**src/rtl/ddr_init_seq.sv**
```systemverilog
// ddr_init_seq: DDR1 SDRAM power-up initialization sequencer.
// Holds CKE low for the power-up interval, then issues PRE, EMR, MR(DLL reset),
// PRE, AREF, AREF, MR with the configured spacing. It then waits for DLL lock
// and raises initDone, which stays high until the next reset.
module ddr_init_seq #(
   parameter int          POWERUP_CYCLES = 26600,
   parameter int          TRP            = 3,
   parameter int          TMRD           = 2,
   parameter int          TRFC           = 10,
   parameter int          DLL_CYCLES     = 200,
   parameter logic [12:0] MODE_REG       = 13'h021,
   parameter logic [12:0] EXT_MODE_REG   = 13'h000
) (
   input  logic        clk,
   input  logic        rstN,
   output logic        cke,
   output logic        csN,
   output logic        rasN,
   output logic        casN,
   output logic        weN,
   output logic [1:0]  ba,
   output logic [12:0] addr,
   output logic        initDone
);

   // The shared wait counter must hold the longest load value.
   localparam int MAX_A  = (POWERUP_CYCLES > DLL_CYCLES) ? POWERUP_CYCLES : DLL_CYCLES;
   localparam int MAX_B  = (TRP > TMRD) ? TRP : TMRD;
   localparam int MAX_C  = (MAX_B > TRFC) ? MAX_B : TRFC;
   localparam int MAXC   = (MAX_A > MAX_C) ? MAX_A : MAX_C;
   localparam int CNT_W  = $clog2(MAXC + 1);

   // MR itself takes one cycle, so DLL_WAIT covers the remaining DLL_CYCLES-1.
   localparam int DLL_LD = (DLL_CYCLES > 1) ? DLL_CYCLES - 2 : 0;

   localparam logic [CNT_W-1:0] LD_PWR  = CNT_W'(POWERUP_CYCLES);
   localparam logic [CNT_W-1:0] LD_TRP  = CNT_W'(TRP - 1);
   localparam logic [CNT_W-1:0] LD_TMRD = CNT_W'(TMRD - 1);
   localparam logic [CNT_W-1:0] LD_TRFC = CNT_W'(TRFC - 1);
   localparam logic [CNT_W-1:0] LD_DLL  = CNT_W'(DLL_LD);

   // {csN,rasN,casN,weN}
   localparam logic [3:0] CMD_DESEL = 4'b1111;
   localparam logic [3:0] CMD_NOP   = 4'b0111;
   localparam logic [3:0] CMD_PRE   = 4'b0010;
   localparam logic [3:0] CMD_AREF  = 4'b0001;
   localparam logic [3:0] CMD_LMR   = 4'b0000;

   localparam logic [12:0] PRE_ALL_ADDR = 13'h0400;
   localparam logic [12:0] MR_DLL_ADDR  = MODE_REG | 13'h0100;

   typedef enum logic [3:0] {
      PWR_WAIT, CKE_NOP, PRE1, EMR, MR_DLL, PRE2,
      AREF1, AREF2, MR, DLL_WAIT, DONE
   } state_t;

   state_t            state_q, state_d;
   logic [CNT_W-1:0]  cnt_q, cnt_d;
   logic              cke_q, cke_d;
   logic [3:0]        cmd_q, cmd_d;
   logic [1:0]        ba_q, ba_d;
   logic [12:0]       addr_q, addr_d;
   logic              done_q, done_d;

   // Successor of each state; MR skips DLL_WAIT when the DLL wait is one cycle.
   function automatic state_t next_state(input state_t s);
      case (s)
         PWR_WAIT: next_state = CKE_NOP;
         CKE_NOP:  next_state = PRE1;
         PRE1:     next_state = EMR;
         EMR:      next_state = MR_DLL;
         MR_DLL:   next_state = PRE2;
         PRE2:     next_state = AREF1;
         AREF1:    next_state = AREF2;
         AREF2:    next_state = MR;
         MR:       next_state = (DLL_CYCLES > 1) ? DLL_WAIT : DONE;
         default:  next_state = DONE;
      endcase
   endfunction

   // Extra NOP cycles to hold each state after its entry cycle.
   function automatic logic [CNT_W-1:0] gap_load(input state_t s);
      case (s)
         PRE1, PRE2:    gap_load = LD_TRP;
         EMR, MR_DLL:   gap_load = LD_TMRD;
         AREF1, AREF2:  gap_load = LD_TRFC;
         DLL_WAIT:      gap_load = LD_DLL;
         default:       gap_load = '0;
      endcase
   endfunction

   // State register, wait counter and registered pin drivers.
   always_ff @(posedge clk or negedge rstN) begin
      if (!rstN) begin
         state_q <= PWR_WAIT;
         cnt_q   <= LD_PWR;
         cke_q   <= 1'b0;
         cmd_q   <= CMD_DESEL;
         ba_q    <= 2'b00;
         addr_q  <= '0;
         done_q  <= 1'b0;
      end else begin
         state_q <= state_d;
         cnt_q   <= cnt_d;
         cke_q   <= cke_d;
         cmd_q   <= cmd_d;
         ba_q    <= ba_d;
         addr_q  <= addr_d;
         done_q  <= done_d;
      end
   end

   // Advance when the counter expires; a command is driven only in the entry cycle of its state.
   always_comb begin
      state_d = state_q;
      cnt_d   = cnt_q;
      cmd_d   = CMD_NOP;
      ba_d    = 2'b00;
      addr_d  = '0;
      if (state_q != DONE) begin
         if (cnt_q == '0) begin
            state_d = next_state(state_q);
            cnt_d   = gap_load(state_d);
            case (state_d)
               PRE1, PRE2: begin
                  cmd_d  = CMD_PRE;
                  addr_d = PRE_ALL_ADDR;
               end
               EMR: begin
                  cmd_d  = CMD_LMR;
                  ba_d   = 2'b01;
                  addr_d = EXT_MODE_REG;
               end
               MR_DLL: begin
                  cmd_d  = CMD_LMR;
                  addr_d = MR_DLL_ADDR;
               end
               AREF1, AREF2: cmd_d = CMD_AREF;
               MR: begin
                  cmd_d  = CMD_LMR;
                  addr_d = MODE_REG;
               end
               default: ;
            endcase
         end else begin
            cnt_d = cnt_q - 1'b1;
         end
      end
      cke_d  = (state_d != PWR_WAIT);
      done_d = (state_d == DONE);
   end

   assign cke      = cke_q;
   assign csN      = cmd_q[3];
   assign rasN     = cmd_q[2];
   assign casN     = cmd_q[1];
   assign weN      = cmd_q[0];
   assign ba       = ba_q;
   assign addr     = addr_q;
   assign initDone = done_q;

endmodule

```
**config.mk**
```make
export PLATFORM = sky130hd
export DESIGN_NAME = ddr_init_seq
export DESIGN_NICKNAME = d
export VERILOG_FILES = /design/src/rtl/ddr_init_seq.sv
export SDC_FILE = /design/constraint.sdc
export NUM_CORES = 1
export LEC_CHECK = 0
export BUFFER_PORTS_ARGS = -buffer_cell sky130_fd_sc_hd__buf_4
export CAP_MARGIN = 20
export CORE_ASPECT_RATIO = 0.6
export CORE_MARGIN = 2
export CORE_UTILIZATION = 45
export CTS_CLUSTER_DIAMETER = 30
export CTS_CLUSTER_SIZE = 14
export DETAILED_ROUTE_END_ITERATION = 7
export PLACE_DENSITY_LB_ADDON = 0.12
export SYNTH_ARGS = -nofsm -noshare
export SYNTH_HDL_FRONTEND = slang
export SYNTH_SLANG_ARGS = --single-unit
```
**constraint.sdc**
```tcl
create_clock -name clk -period 3 [get_ports clk]
set_input_delay 0.3 -clock clk [delete_from_list [all_inputs] [get_ports clk]]
set_output_delay 0.3 -clock clk [all_outputs]
set_load 0.05 [all_outputs]
```
=== Word-level counts from Yosys, hierarchy flattened ===
Memory sizes are Yosys's and may differ from the RTL's.
Index checks and enable logic that the tools add are counted.

* Register bits: 40
* Memory bits (read-only): 64
* Logic and storage cells: 40
* Memories kept: 1

{| class="wikitable"
|+ Memory list
! memory !! words !! bits a word !! rd ports !! clocked after Yosys merged registers in !! write ports !! line !! source
|-
| (no name shown) || 16 || 4 || 1 || 0 || 0 || 67 || <nowiki>case (s)</nowiki>
|}

* $add $sub $neg: 1
* Eq/ne operators: 10
* Multiplexer cells: 15
* Reductions and logical operators: 6

{| class="wikitable"
|+ Operators by type and width
! cell !! count
|-
| $pmux 11 s3 || 1
|-
| $pmux 8 s4 || 1
|-
| $mux 11 || 2
|-
| $eq 4x3->1 const B || 4
|-
| $mux 4 || 4
|-
| $logic_not 15->1 || 1
|-
| $mux 15 || 1
|-
| $sub 15x1->15 const B || 1
|-
| $eq 4x4->1 const B || 3
|-
| $pmux 3 s3 || 1
|-
| $eq 4x2->1 const B || 2
|-
| $mux 3 || 2
|-
| $reduce_or 2->1 || 3
|-
| $ne 4x4->1 const B || 1
|-
| $reduce_bool 4->1 || 1
|-
| $mux 1 || 3
|-
| $reduce_or 3->1 || 1
|}

=== Longest topological paths before layout ===
* Word-level depth: 8
* Mapped depth: 9
* Mapped depth without buffers: 7

=== Worst setup path before layout ===
Ideal clock, no wire load.

* Kind: reg2reg
* Start point: register state_q[0]
* End point: register cnt_q[7]
* Library setup time: 0.072 ns
* Arrival time: 2.233 ns
* Required time: 2.928 ns
* Setup slack: 0.695 ns
* Stages on the path, launching flop included: 10
* Path buffers: 2
* Path through: dfrtp_1 clkbuf_1 inv_1 ha_1 buf_6 or3_1 a21oi_1 nor2_1 or4_1 o21ai_1

* Cells in the longest elaborated chain, start to end: 7
* Elaborated cells between the ends (all ways): 16

{| class="wikitable"
|+ RTL lines
! what !! line !! source
|-
| start: declaration || 57 || <nowiki>state_t state_q, state_d;</nowiki>
|-
| start signal: assignment || 103 || <nowiki>state_q <= state_d;</nowiki>
|-
| $mem_v2 16x4 || - ||
|-
| $mux 4 || 121 || <nowiki>if (cnt_q == '0) begin</nowiki>
|-
| $mux 4 || 120 || <nowiki>if (state_q != DONE) begin</nowiki>
|-
| $eq 4x3->1 / $eq 4x2->1 (equally long branches) || 83 || <nowiki>case (s)</nowiki>
|-
| $reduce_or 2->1 || 83 ||
|-
| $pmux 8 s4 || 83 ||
|-
| $mux 15 || 121 ||
|-
| end signal: assignment || 104 || <nowiki>cnt_q <= cnt_d;</nowiki>
|-
| end: declaration || 58 || <nowiki>logic [CNT_W-1:0] cnt_q, cnt_d;</nowiki>
|}

Several ways; a longest one is shown, not always the timed one. The select of a mux whose other input is x is not followed.
A chain may end at the register's enable or synchronous reset.

=== Final worst setup path ===
* Start point: register state_q[0]
* End point: register done_q, in the netlist initDone

* Cells in the longest elaborated chain, start to end: 6
* Elaborated cells between the ends (all ways): 7

{| class="wikitable"
|+ RTL lines
! what !! line !! source
|-
| $mem_v2 16x4 || - ||
|-
| $mux 4 || 121 ||
|-
| $mux 4 || 120 ||
|-
| $mux 4 || 121 ||
|-
| $mux 4 * || 120 ||
|-
| $eq 4x4->1 * || 150 || <nowiki>done_d = (state_d == DONE);</nowiki>
|-
| named net done_d || 63 || <nowiki>logic done_q, done_d;</nowiki>
|-
| end signal: assignment || 109 || <nowiki>done_q <= done_d;</nowiki>
|-
| end: declaration || 63 ||
|}

The timed path passes the listed nets; every way through them passes the cells marked *. The select of a mux whose other input is x is not followed.

==> results.toml <==
[timing]
period_needed_ns = 2.42
rsz0062_at_grt = "no"
clock_skew_ns = 0.00534
setup-tns-final_ns = 0
finalSetupViolCount = 0
finalMaxSlewViolations = 0
finalCritPeriodShare_pct = 80.8
final-hold-violation-count = 0
fmax_mhz = 413

[layout]
layout.nets = 183
regArea_um2 = 742
final_cell_mix = "16 x nor2_1, 16 x dfrtp_1, 13 x dfstp_2, 13 x buf_4, 11 x conb_1"
multi_input_area_um2 = 777
area_delta_synth_final_pct = 11.7
drive_above_1_share_pct = 23.2
diodes = 0
fillers = 306

[synthesis]
seq_area_frac_synth_pct = 45.1
synth_edf_count = 0
synthArstFlopShare_pct = 100
yosysUniqueCellTypes = 47
synthFlopType = "dfrtp_1"
synthCells = 163
avgSynthCellArea_um2 = 10.1
yosys_register_bits = 29
syn-cell-area_mm2 = 0.00164
ys_warn_count = 0

[die]
core_area_mm2 = 0.00336
fp.dieArea_mm2 = 0.00417
die_h_um = 50.8
die_x_um = 82.0
start_util_pct = 48.9
ios = 23
rows = 16

[place]
gp_congestion = 0.827
portBuffers = 12
hpwl_um = 2090

[power_and_ir_drop]
seqPwrFrac_pct = 46.4
cellPowerDensity_mw_per_mm2 = 462
p_sw_share_pct = 21.5
p_comb_share_pct = 4.7
power_frac_clock_pct = 48.9
finalPower_uw = 849
vdd_drop_max_mv = 0.211
p_int_uw = 666
p_sw_uw = 182
p_leak_uw = 0.000771

[worst_setup_path]
crit_fanout = 14
endpoint_kind = "flip-flop"
required_ns = 3.17
reg2reg_depth = 7
crit_type = "reg2reg"
critPathLaunchType = "flip-flop"
cp.arrival_ns = 2.60

[global_routing]
grt_pass1_wl_um = 5510
overflow = 0
grt_pass1_vias = 1119
grt_util_all_layers_pct = 18.3
antenna_found_initial = 0
busiest_layer = "met1"
use_met1_pct = 26.8
grt_max_degree = 30
use_met2_pct = 22.6
grt_use_met3_pct = 7.95

[clocking]
clk_latency_ns = 0.28
tritoncts = "built"
cts_buffers = 5
clock_sinks = 29
clk_pin_slew_ns = 0.06
cts_max_level = 2
cts_buffer_depth = 2
postCtsSetupBuffers = 0
clock-root-buffer = "clkbuf_8"

[drt]
drt_iter0_drc = 100
ant_nets = 0
firstDrtPassIters = 5
avgViaCountPerCell = 5.33
totalWireLength_um = 3060
drc_errors = 0
vias = 1183
wl_per_cell_um = 13.8

[hold_path]
hold_path_depth = 1
hold_path_class = "reg2reg"

[run_status]
outcome = "complete, no violations"

[flow_run]
max-cap-violations = 0
==> through the flow <==
stage / area [µm²] / util (%) / setup WS (ns) / hold slack (ns) / instances
6_report: 1840 / 54.6 / 0.576 / 0.461 / 222
5_1_grt: 1840 / 54.6 / 0.297 / 0.477 / 222
4_1_cts: 1840 / 54.6 / 0.568 / 0.463 / 222
3_5_place_dp: 1710 / 50.9 / 0.623 / 0.241 / 213
3_3_place_gp: 1710 / 50.9 / 0.646 / 0.245 / 213
2_1_floorplan: 1680 / - / 0.695 / 0.00441 / 173
==> worst paths after layout <==
| path | endpoint | startpoint | slack [ns] |
|---|---|---|---|
| max | initDone$_DFF_PN0_ | state_q[0]$_DFF_PN0_ | 0.58 |
| min | cnt_q[14]$_DFFE_PN1N_ | cnt_q[14]$_DFFE_PN1N_ | 0.46 |
| max reg2reg | initDone$_DFF_PN0_ | state_q[0]$_DFF_PN0_ | 0.58 |
| min reg2reg | cnt_q[14]$_DFFE_PN1N_ | cnt_q[14]$_DFFE_PN1N_ | 0.46 |
| max in group asynchronous | cmd_q[1]$_DFF_PN1_ | rstN | 2.20 |
| min in group asynchronous | state_q[1]$_DFF_PN0_ | rstN | 0.48 |
==> metal layers <==
metal | up-vias | routed length (µm)
met1 | 562 | 1550
met3 | 6 | 202
met4 | 0 | 64
li1 | 568 | -
met2 | 47 | 1250
met5 | - | 0
==> cells by family after synthesis <==
family / synth area share, %
XOR/XNOR: 3.73
AO/OA/AOI/OAI: 11.2
other: 0.228
adder cells (fa/ha/maj): 3.81
AND/OR/NAND/NOR: 23.9
buffers and inverters: 9.89
flip-flops: 45.1
multiplexers: 2.13
==> cell type report <==
type / instances / area share [%]
clock buffers: 7 / 4.70
clock inverters: 1 / 1.63
inverters: 10 / 2.04
multi-input cells: 116 / 42.3
flip-flops and latches: 29 / 40.4
well taps: 45 / 3.07
repair buffers: 14 / 5.86
==> power groups by stage <==
stage                     combinational (µW)  sequential [µW]  clock, µW
after floorplan                         37.4              403          0
after global placement                  39.6              400          0
after detailed placement                39.5              400          0
after CTS                               40.8              393        426
after global routing                    43.1              393        455
final                                   40.1              393        415
==> registers in the layout, indices dropped and copies added (netlist names) <==
register and cells:
cmd_q 4, cnt_q 15, addr 3, ba 1, initDone 1, state_q 4, cke 1
==> critical path: stages (launching register included) <==
cell	delay (ns)
dfrtp_1	0.57
inv_1	0.11
ha_1	0.22
nand3b_1	0.21
nand4_2	0.17
nor2b_1	0.37
mux2_4	0.37
nor4bb_4	0.30
==> cell usage after synthesis (2+ instances only) <==
library cell | instances | share of area, %
ha_1 | 5 | 3.8
buf_6 | 2 | 1.4
nor2_1 | 16 | 3.7
nor3b_1 | 2 | 0.91
nand4_2 | 2 | 1.5
dfrtp_1 | 16 | 24
xnor2_1 | 5 | 2.7
or3_1 | 3 | 1.1
a21o_1 | 3 | 1.4
nand2_1 | 9 | 2.1
nor4_1 | 2 | 0.76
a31oi_1 | 2 | 0.76
o21ai_0 | 6 | 1.8
xor2_1 | 2 | 1.1
a211oi_1 | 3 | 1.4
mux2i_1 | 2 | 1.2
nor2b_1 | 2 | 0.76
and3_1 | 3 | 1.1
nor4_4 | 2 | 2.6
buf_4 | 11 | 5.0
nand3_1 | 2 | 0.61
nand3b_1 | 3 | 1.4
dfstp_2 | 13 | 21
clkbuf_1 | 4 | 0.91
nand2b_1 | 3 | 1.1
a21oi_1 | 5 | 1.5
nor3_1 | 6 | 1.8
inv_1 | 10 | 2.3
==> timing repair <==
| item | 4_1_cts | 5_1_grt |
|---|---|---|
| hold buffers | 1 | 0 |
| endpoints found under the hold margin | 16 | 0 |
| gates resized for setup | 0 | 0 |
(Power assumes the default switching activity.)
